===== src/rtl/rr_onehot_arbiter.sv =====
// Round-robin arbiter for 8 requesters with a registered one-hot grant.
// The grant feeds an 8-to-3 encoder, so gnt is only ever one-hot or zero.
// gnt_valid and gnt_idx are registered in the same update as gnt.
// A grant is held for at most MAX_HOLD cycles while others are waiting.
module rr_onehot_arbiter #(
    parameter int N        = 8,
    parameter int MAX_HOLD = 4
) (
    input  logic         clk,
    input  logic         rst_n,
    input  logic         en,
    input  logic [N-1:0] req,
    output logic [N-1:0] gnt,
    output logic         gnt_valid,
    output logic [2:0]   gnt_idx
);

    typedef enum logic {IDLE, GRANT} state_t;

    localparam logic [3:0] HOLD_MAX = 4'(MAX_HOLD);

    state_t     state, nxt_state;
    logic [2:0] ptr, nxt_ptr;
    logic [3:0] hold_cnt, nxt_hold;
    logic       nxt_vld;
    logic [2:0] nxt_idx;

    // Winner search: scan upward from p modulo 8. Iterating from the far end
    // lets the closest set bit overwrite the result last.
    function automatic logic [3:0] pick(input logic [N-1:0] r, input logic [2:0] p);
        logic [3:0] res;
        logic [2:0] idx;
        res = 4'd0;
        for (int i = N - 1; i >= 0; i--) begin
            idx = p + 3'(i);
            if (r[idx]) res = {1'b1, idx};
        end
        return res;
    endfunction

    logic [2:0]   g;
    logic [2:0]   ptr_inc;
    logic [N-1:0] req_masked;
    logic [3:0]   win_ptr;
    logic [3:0]   win_rot;
    logic [3:0]   win_mask;

    assign g          = gnt_idx;
    assign ptr_inc    = g + 3'd1;
    assign req_masked = req & ~(N'(1) << g);
    assign win_ptr    = pick(req, ptr);
    assign win_rot    = pick(req, ptr_inc);
    assign win_mask   = pick(req_masked, ptr_inc);

    // Next-state decision; GRANT cases are evaluated in priority order.
    always_comb begin
        nxt_state = state;
        nxt_ptr   = ptr;
        nxt_hold  = hold_cnt;
        nxt_vld   = gnt_valid;
        nxt_idx   = gnt_idx;
        case (state)
            IDLE: begin
                if (en && win_ptr[3]) begin
                    nxt_state = GRANT;
                    nxt_vld   = 1'b1;
                    nxt_idx   = win_ptr[2:0];
                    nxt_hold  = 4'd1;
                end else begin
                    nxt_vld   = 1'b0;
                    nxt_idx   = 3'd0;
                end
            end
            GRANT: begin
                if (!en) begin
                    nxt_state = IDLE;
                    nxt_ptr   = ptr_inc;
                    nxt_hold  = 4'd0;
                    nxt_vld   = 1'b0;
                    nxt_idx   = 3'd0;
                end else if (!req[g]) begin
                    // Release: rotate and re-arbitrate in the same edge so a
                    // waiting requester is granted without a bubble cycle.
                    nxt_ptr = ptr_inc;
                    if (win_rot[3]) begin
                        nxt_idx  = win_rot[2:0];
                        nxt_hold = 4'd1;
                    end else begin
                        nxt_state = IDLE;
                        nxt_hold  = 4'd0;
                        nxt_vld   = 1'b0;
                        nxt_idx   = 3'd0;
                    end
                end else if (hold_cnt == HOLD_MAX && win_mask[3]) begin
                    // Tenure expired with others waiting: force rotation.
                    nxt_ptr  = ptr_inc;
                    nxt_idx  = win_mask[2:0];
                    nxt_hold = 4'd1;
                end else if (hold_cnt != HOLD_MAX) begin
                    nxt_hold = hold_cnt + 4'd1;
                end
            end
            default: begin
                nxt_state = IDLE;
                nxt_vld   = 1'b0;
                nxt_idx   = 3'd0;
                nxt_hold  = 4'd0;
            end
        endcase
    end

    // State and registered outputs; gnt, gnt_valid and gnt_idx move together.
    always_ff @(posedge clk or negedge rst_n) begin
        if (!rst_n) begin
            state     <= IDLE;
            ptr       <= 3'd0;
            hold_cnt  <= 4'd0;
            gnt       <= '0;
            gnt_valid <= 1'b0;
            gnt_idx   <= 3'd0;
        end else begin
            state     <= nxt_state;
            ptr       <= nxt_ptr;
            hold_cnt  <= nxt_hold;
            gnt       <= nxt_vld ? (N'(1) << nxt_idx) : '0;
            gnt_valid <= nxt_vld;
            gnt_idx   <= nxt_idx;
        end
    end

endmodule


===== config.mk =====
export PLATFORM = sky130hd
export DESIGN_NAME = rr_onehot_arbiter
export DESIGN_NICKNAME = d
export VERILOG_FILES = /design/src/rtl/rr_onehot_arbiter.sv
export SDC_FILE = /design/constraint.sdc
export NUM_CORES = 1
export LEC_CHECK = 0
export BUFFER_PORTS_ARGS = -buffer_cell sky130_fd_sc_hd__clkbuf_2
export CORE_MARGIN = 2
export CORE_UTILIZATION = 55
export DETAILED_ROUTE_END_ITERATION = 10
export GPL_ROUTABILITY_DRIVEN = 1
export GPL_TIMING_DRIVEN = 0
export PLACE_DENSITY_LB_ADDON = 0.25
export SETUP_SLACK_MARGIN = 0.1
export SYNTH_ARGS = -nofsm -noshare
export SYNTH_HDL_FRONTEND = slang
export SYNTH_SLANG_ARGS = --single-unit

===== constraint.sdc =====
create_clock -name clk -period 10.5 [get_ports clk]
set_clock_uncertainty 0.15 [all_clocks]
set_input_delay 2.1 -clock clk [delete_from_list [all_inputs] [get_ports clk]]
set_output_delay 2.1 -clock clk [all_outputs]
set_load 0.01 [all_outputs]

Word level (Yosys, flattened, before mapping)
Index checks and enable logic that the tools add are counted.

Memories: 0. Input bits: 11. Latch bits: 0. Register bits: 20. RAM bits: 0. Memory bits (read-only): 0.

$add $sub $neg: 16. Reduce and logical (&&, ||, !) cells: 4. Shifts and indexed selects: 2. $mul: 0. Mux-type cells: 100. $lt $le $gt $ge: 17. Divide/modulo/power cells: 0. Bitwise operators: 3. Equal/unequal tests: 5.

Operator list (number): 2-to-1 mux 4 bit (29); binary-select mux 1 bit (select 3 bit) (25); < comparator 3 x 4 -> 1 bit, second input constant (17); 2-to-1 mux 1 bit (33); adder 3 bit, second input constant (8); 2-to-1 mux 3 bit (8); left shift 1 x 3 -> 8 bit, first input constant (2); adder 3 x 2 -> 3 bit, second input constant (4); adder 3 x 1 -> 3 bit, second input constant (3); bitwise AND 8 bit (1); 2-to-1 mux 8 bit (1); NOT 8 bit (1); one-hot mux 4 bit (2 select lines) (1); one-hot mux 3 bit (2 select lines) (1); != test 5 x 3 -> 1 bit, second input constant (1); adder 4 x 1 -> 4 bit, second input constant (1); equality test 4 x 3 -> 1 bit, second input constant (1); != test 4 x 3 -> 1 bit, second input constant (1); one-hot mux 1 bit (2 select lines) (2); AND reduction 2 bit (2); != test 3 x 2 -> 1 bit, second input constant (1); logical AND 1 bit (2); != test 2 bit, second input constant (1); NOT 1 bit (1).

Depth between registers and ports, before layout
Depth in word-level cells: 20. Mapped depth: 16. Mapped depth without buffers: 11.

Worst setup path after synthesis
No wires, ideal clock.

Kind: input to register. Start: input req[0]. End: register gnt[2]. Path buffers: 1. Data arrival time: 4130 ps. Setup time: 119 ps. Cell stages on the path: 10. Path slack: 6101 ps. Path through: buf_2 mux4_2 mux2_2 a311oi_2 o211ai_2 nand3b_2 a2111oi_4 a211oi_2 a21oi_4 and2_1.

Cells in the longest elaborated chain, start to end: 18. Elaborated cells on any way between the ends: 90. Those cells by class: shift: 1; mux: 86; bitwise: 1; reduce/logical: 2.

Ends and longest elaborated chain: start, declared (RTL line 12) `input logic [N-1:0] req,`; bitwise AND 8 bit (RTL line 50) `assign req_masked = req & ~(N'(1) << g);`; binary-select mux 1 bit (select 3 bit) (RTL line 36) `if (r[idx]) res = {1'b1, idx};`; 2-to-1 mux 1 bit (not written as such) (RTL line 36); 2-to-1 mux 4 bit (8 in a row) (RTL line 36); logical AND 1 bit (RTL line 94) `end else if (hold_cnt == HOLD_MAX && win_mask[3]) begin`; 2-to-1 mux 3 bit (RTL line 94); 2-to-1 mux 3 bit (RTL line 81) `end else if (!req[g]) begin`; 2-to-1 mux 3 bit (RTL line 75) `if (!en) begin`; one-hot mux 3 bit (2 select lines) * (RTL line 62) `case (state)`; via nxt_idx[1] (RTL line 26) `logic [2:0] nxt_idx;`; left shift 1 x 3 -> 8 bit * (RTL line 125) `gnt <= nxt_vld ? (N'(1) << nxt_idx) : '0;`; 2-to-1 mux 8 bit * (RTL line 125); end signal, assigned (RTL line 125); end, declared (RTL line 13) `output logic [N-1:0] gnt,`.

The timed path passes the listed nets; every way through them passes the cells marked *. The select of a mux whose other input is x is not followed. A chain may end at the register's enable or synchronous reset.

Worst setup path in the final report
Start: input req[7]. End: register hold_cnt[0].

Cells in the longest elaborated chain, start to end: 16. Elaborated cells on any way between the ends: 85. Those cells by class: eq/ne: 2; mux: 79; bitwise: 1; reduce/logical: 3.

Ends and longest elaborated chain: bitwise AND 8 bit (RTL line 50); binary-select mux 1 bit (select 3 bit) (RTL line 36); 2-to-1 mux 1 bit (not written as such) (RTL line 36); 2-to-1 mux 4 bit (8 in a row) (RTL line 36); logical AND 1 bit (RTL line 94); 2-to-1 mux 4 bit (RTL line 94); 2-to-1 mux 4 bit (RTL line 81); 2-to-1 mux 4 bit (RTL line 75); one-hot mux 4 bit (2 select lines) (RTL line 62); end signal, assigned (RTL line 124) `hold_cnt <= nxt_hold;`; end, declared (RTL line 24) `logic [3:0] hold_cnt, nxt_hold;`.

Several ways; a longest one is shown, not always the timed one. The select of a mux whose other input is x is not followed.

==> impl_metrics.csv <==
group,metric,value,unit
detailed_routing,met1_length,4.592,mm
logic_synthesis,synthTopCellsByCount,"nand2_1 (32), mux4_2 (27), nor2_1 (27), mux2i_1 (25), dfrtp_1 (20)",
logic_synthesis,synth_cell_types,84,
critical_path,start_kind,"input port",
grt,antenna_found_initial,0,
detailed_routing,top_layer_used,"met4",
layout,area_growth,7.472,%
grt,grt_use_total,29.86,%
detailed_routing,vias,3868,
logic_synthesis,ys_top_cells_by_area,"mux4_2 (15%), dfrtp_1 (12%), mux2i_1 (6.2%)",
cts,clockBufferDepth,2,
critical_path,crit_end,"hold_cnt[0]",
cts,clk_latency,260,ps
sta,fin_crit,4972,ps
power_and_ir_drop,power_density,384.0,nW/um2
power_and_ir_drop,netSwitchingFraction,54.40,%
logic_synthesis,synth-seq-area-share,12.45,%
grt,grt_pass1_vias,3707,
critical_path,timing.reg2reg.setup_slack,6110,ps
critical_path,r2r-end,"gnt[1]",
detailed_routing,wl_per_cell,21.18,um
grt,grt_pass1_wl,18.55,mm
die,coreArea,7176,um2
layout,fin_util,60.19,%
critical_path,setup.worst_path.class,"in2reg",
power_and_ir_drop,power,1.658,mW
cts,holdBufCountCts,0,
cts,cts_tree,"yes",
die,chipHeight,89.48,um
logic_synthesis,syn-num-nets,449,
power_and_ir_drop,internal_power,756.3,uW
layout,multi_input_area,3227,um2
placed_design,post-dp-hpwl,8.858,mm
layout,n_antenna_cell,0,
logic_synthesis,yosysWarnings,0,
cts,cts_root_buf,"clkbuf_8",
run,cap_violations,0,
logic_synthesis,async_flop_share,100.0,%
sta,slew_violations,0,
sta,rsz0062_at_grt,"false",
cts,htreeDepth,1,
die,fp.dieW,89.48,um
sta,finalCritPeriodShare,47.36,%
power_and_ir_drop,seqPwrFrac,7.0,%
detailed_routing,wl_met3,892,um
outcome,run_status,"finished, final reports clean",
sta,fmax,201.1,MHz
critical_path,arrival,4970,ps
cts,cts_made_buffers,3,
layout,register_area,500.5,um2
logic_synthesis,synth-edff-count,0,
placed_design,place.port_buffers,21,
detailed_routing,drt_wl_total,11.65,mm
critical_path,rr_worst_depth,16,
logic_synthesis,ys_ff_latch,20,
detailed_routing,via_per_inst,7.033,
power_and_ir_drop,clkPwrFrac,4.6,%
power_and_ir_drop,pwr-share-comb,88.3,%
logic_synthesis,avgSynthCellArea,9.434,um2
detailed_routing,wl_met2,5.584,mm
sta,fin_tns_setup,0,ps
layout,drive_above_1_share,30.16,%
critical_path,r2r_start,"gnt_idx[0]",
critical_path,endpoint_kind,"register",
power_and_ir_drop,ir_worst_vdd,0.0002130,V
detailed_routing,dr.pass1.iters,5,
sta,setup_viol,0,
logic_synthesis,synth.most_common_cell,"nand2_1",
grt,grt_max_degree,21,
die,ios,23,
logic_synthesis,netlist_instances,426,
die,die_area,8007,um2
critical_path,cp_max_fo,10,
die,fp-row-count,31,
cts,clock-sinks,20,
logic_synthesis,syn_area,4019,um2
sta,relSlewSlack,37.17,%
detailed_routing,drc,0,
cts,clkTransAtPathRegs,80,ps
critical_path,worstPathRequired,10500,ps
logic_synthesis,yosysTopAreaCell,"mux4_2",
cts,cts_resized,0,
power_and_ir_drop,p_leak,1.672,nW
sta,finalHoldViolations,0,
detailed_routing,drtAntennaViolNets,0,
logic_synthesis,synthFlopType,"dfrtp_1",
critical_path,crit_start,"req[7]",
layout,fillers,625,
cts,post_cts.repair.setup_buffers,0,
logic_synthesis,synth.top_cell.area_share,15.13,%
power_and_ir_drop,power.switching,902.2,uW
placed_design,gp_congestion,0.9402,
sta,max_slew.worst_pin.slew,918.7,ps
detailed_routing,drtIter0Drc,632,
grt,gr-total-overflow,0,
layout,fin_nets,475,
hold_path,hold_class,"reg2reg",
die,initial_core_util,56.01,%
[cell type report]
type                       instances  share of cell area, %
tap                               99                  2.868
buffer                            35                  5.359
multi-input combinational        355                  74.71
timing repair buffer              21                  2.433
clock buffer                       3                 0.9560
sequential                        20                  11.59
clock inverter                     1                 0.6952
inverter                          16                  1.390
[registers in the layout, indices dropped and copies added, names as in the netlist]
signal and count:
gnt_valid 1, hold_cnt 4, ptr 3, gnt 8
gnt_idx 3, state 1
[routing by layer]
| metal | vias up | GRT usage (%) |
|---|---|---|
| li1 | 1722 | - |
| met1 | 1871 | 39.26 |
| met2 | 226 | 48.89 |
| met3 | 49 | 3.970 |
| met4 | 0 | 13.57 |
| met5 | - | 0 |
[worst min path at each step]
stage | from | to | slack, ps | depth (start not counted)
floorplan | hold_cnt[3] | hold_cnt[3] | 350 | 2
global route | hold_cnt[3] | hold_cnt[3] | 420 | 2
global placement | hold_cnt[3] | hold_cnt[3] | 380 | 2
detailed placement | hold_cnt[3] | hold_cnt[3] | 380 | 2
CTS | hold_cnt[3] | hold_cnt[3] | 390 | 2
finish | hold_cnt[3] | hold_cnt[3] | 390 | 2
[cell usage in the layout (no fill, tap or decap), types with 8 or more instances in the layout]
master,n
clkbuf_1,9
mux4_2,27
clkbuf_2,21
mux2i_1,25
mux2_2,15
a21oi_1,16
o21ai_1,8
buf_2,13
nor2b_1,10
nand2_1,32
a31oi_1,8
dfrtp_1,20
inv_1,16
nand3_1,15
o21ai_0,9
o211ai_1,9
nor2_1,27
ha_1,12
a22oi_1,12
[cell families after synthesis]
| logic type | count (synthesis) | share of synthesized area [%] |
|---|---|---|
| fa+ha+maj | 12 | 3.736 |
| compound gates | 134 | 27.58 |
| flops | 20 | 12.45 |
| mux | 72 | 27.96 |
| simple gates | 125 | 17.00 |
| buf+inv | 51 | 7.254 |
| xor+xnor | 12 | 4.017 |
[per-stage QoR]
step | hold WS [ps] | std cells | setup WS [ps] | instance area (um2)
global route | 420.6 | 550 | 5390 | 4319
finish | 394.1 | 550 | 5528 | 4319
floorplan | 353.1 | 426 | 6101 | 4019
global placement | 376.1 | 546 | 5446 | 4248
detailed placement | 379.7 | 546 | 5418 | 4248
CTS | 390.0 | 550 | 5672 | 4319
[worst max-delay path: stages]
cell,delay [ps]
clkbuf_2,150
clkbuf_1,270
nand3b_1,210
o21ai_1,200
a2111oi_0,860
o32ai_2,240
o21bai_4,220
nand3b_1,150
o21ai_1,140
nand2_1,120
mux2_4,310
[power groups by stage]
stage	Clock [mW]	Sequential [mW]	Combinational, mW
3_5_place_dp	0	0.117	1.43
3_3_place_gp	0	0.117	1.40
2_1_floorplan	0	0.114	1.14
6_report	0.0771	0.116	1.46
5_1_grt	0.0816	0.118	1.56
4_1_cts	0.0775	0.116	1.43
Note: power is estimated with default switching activity, not from simulation.
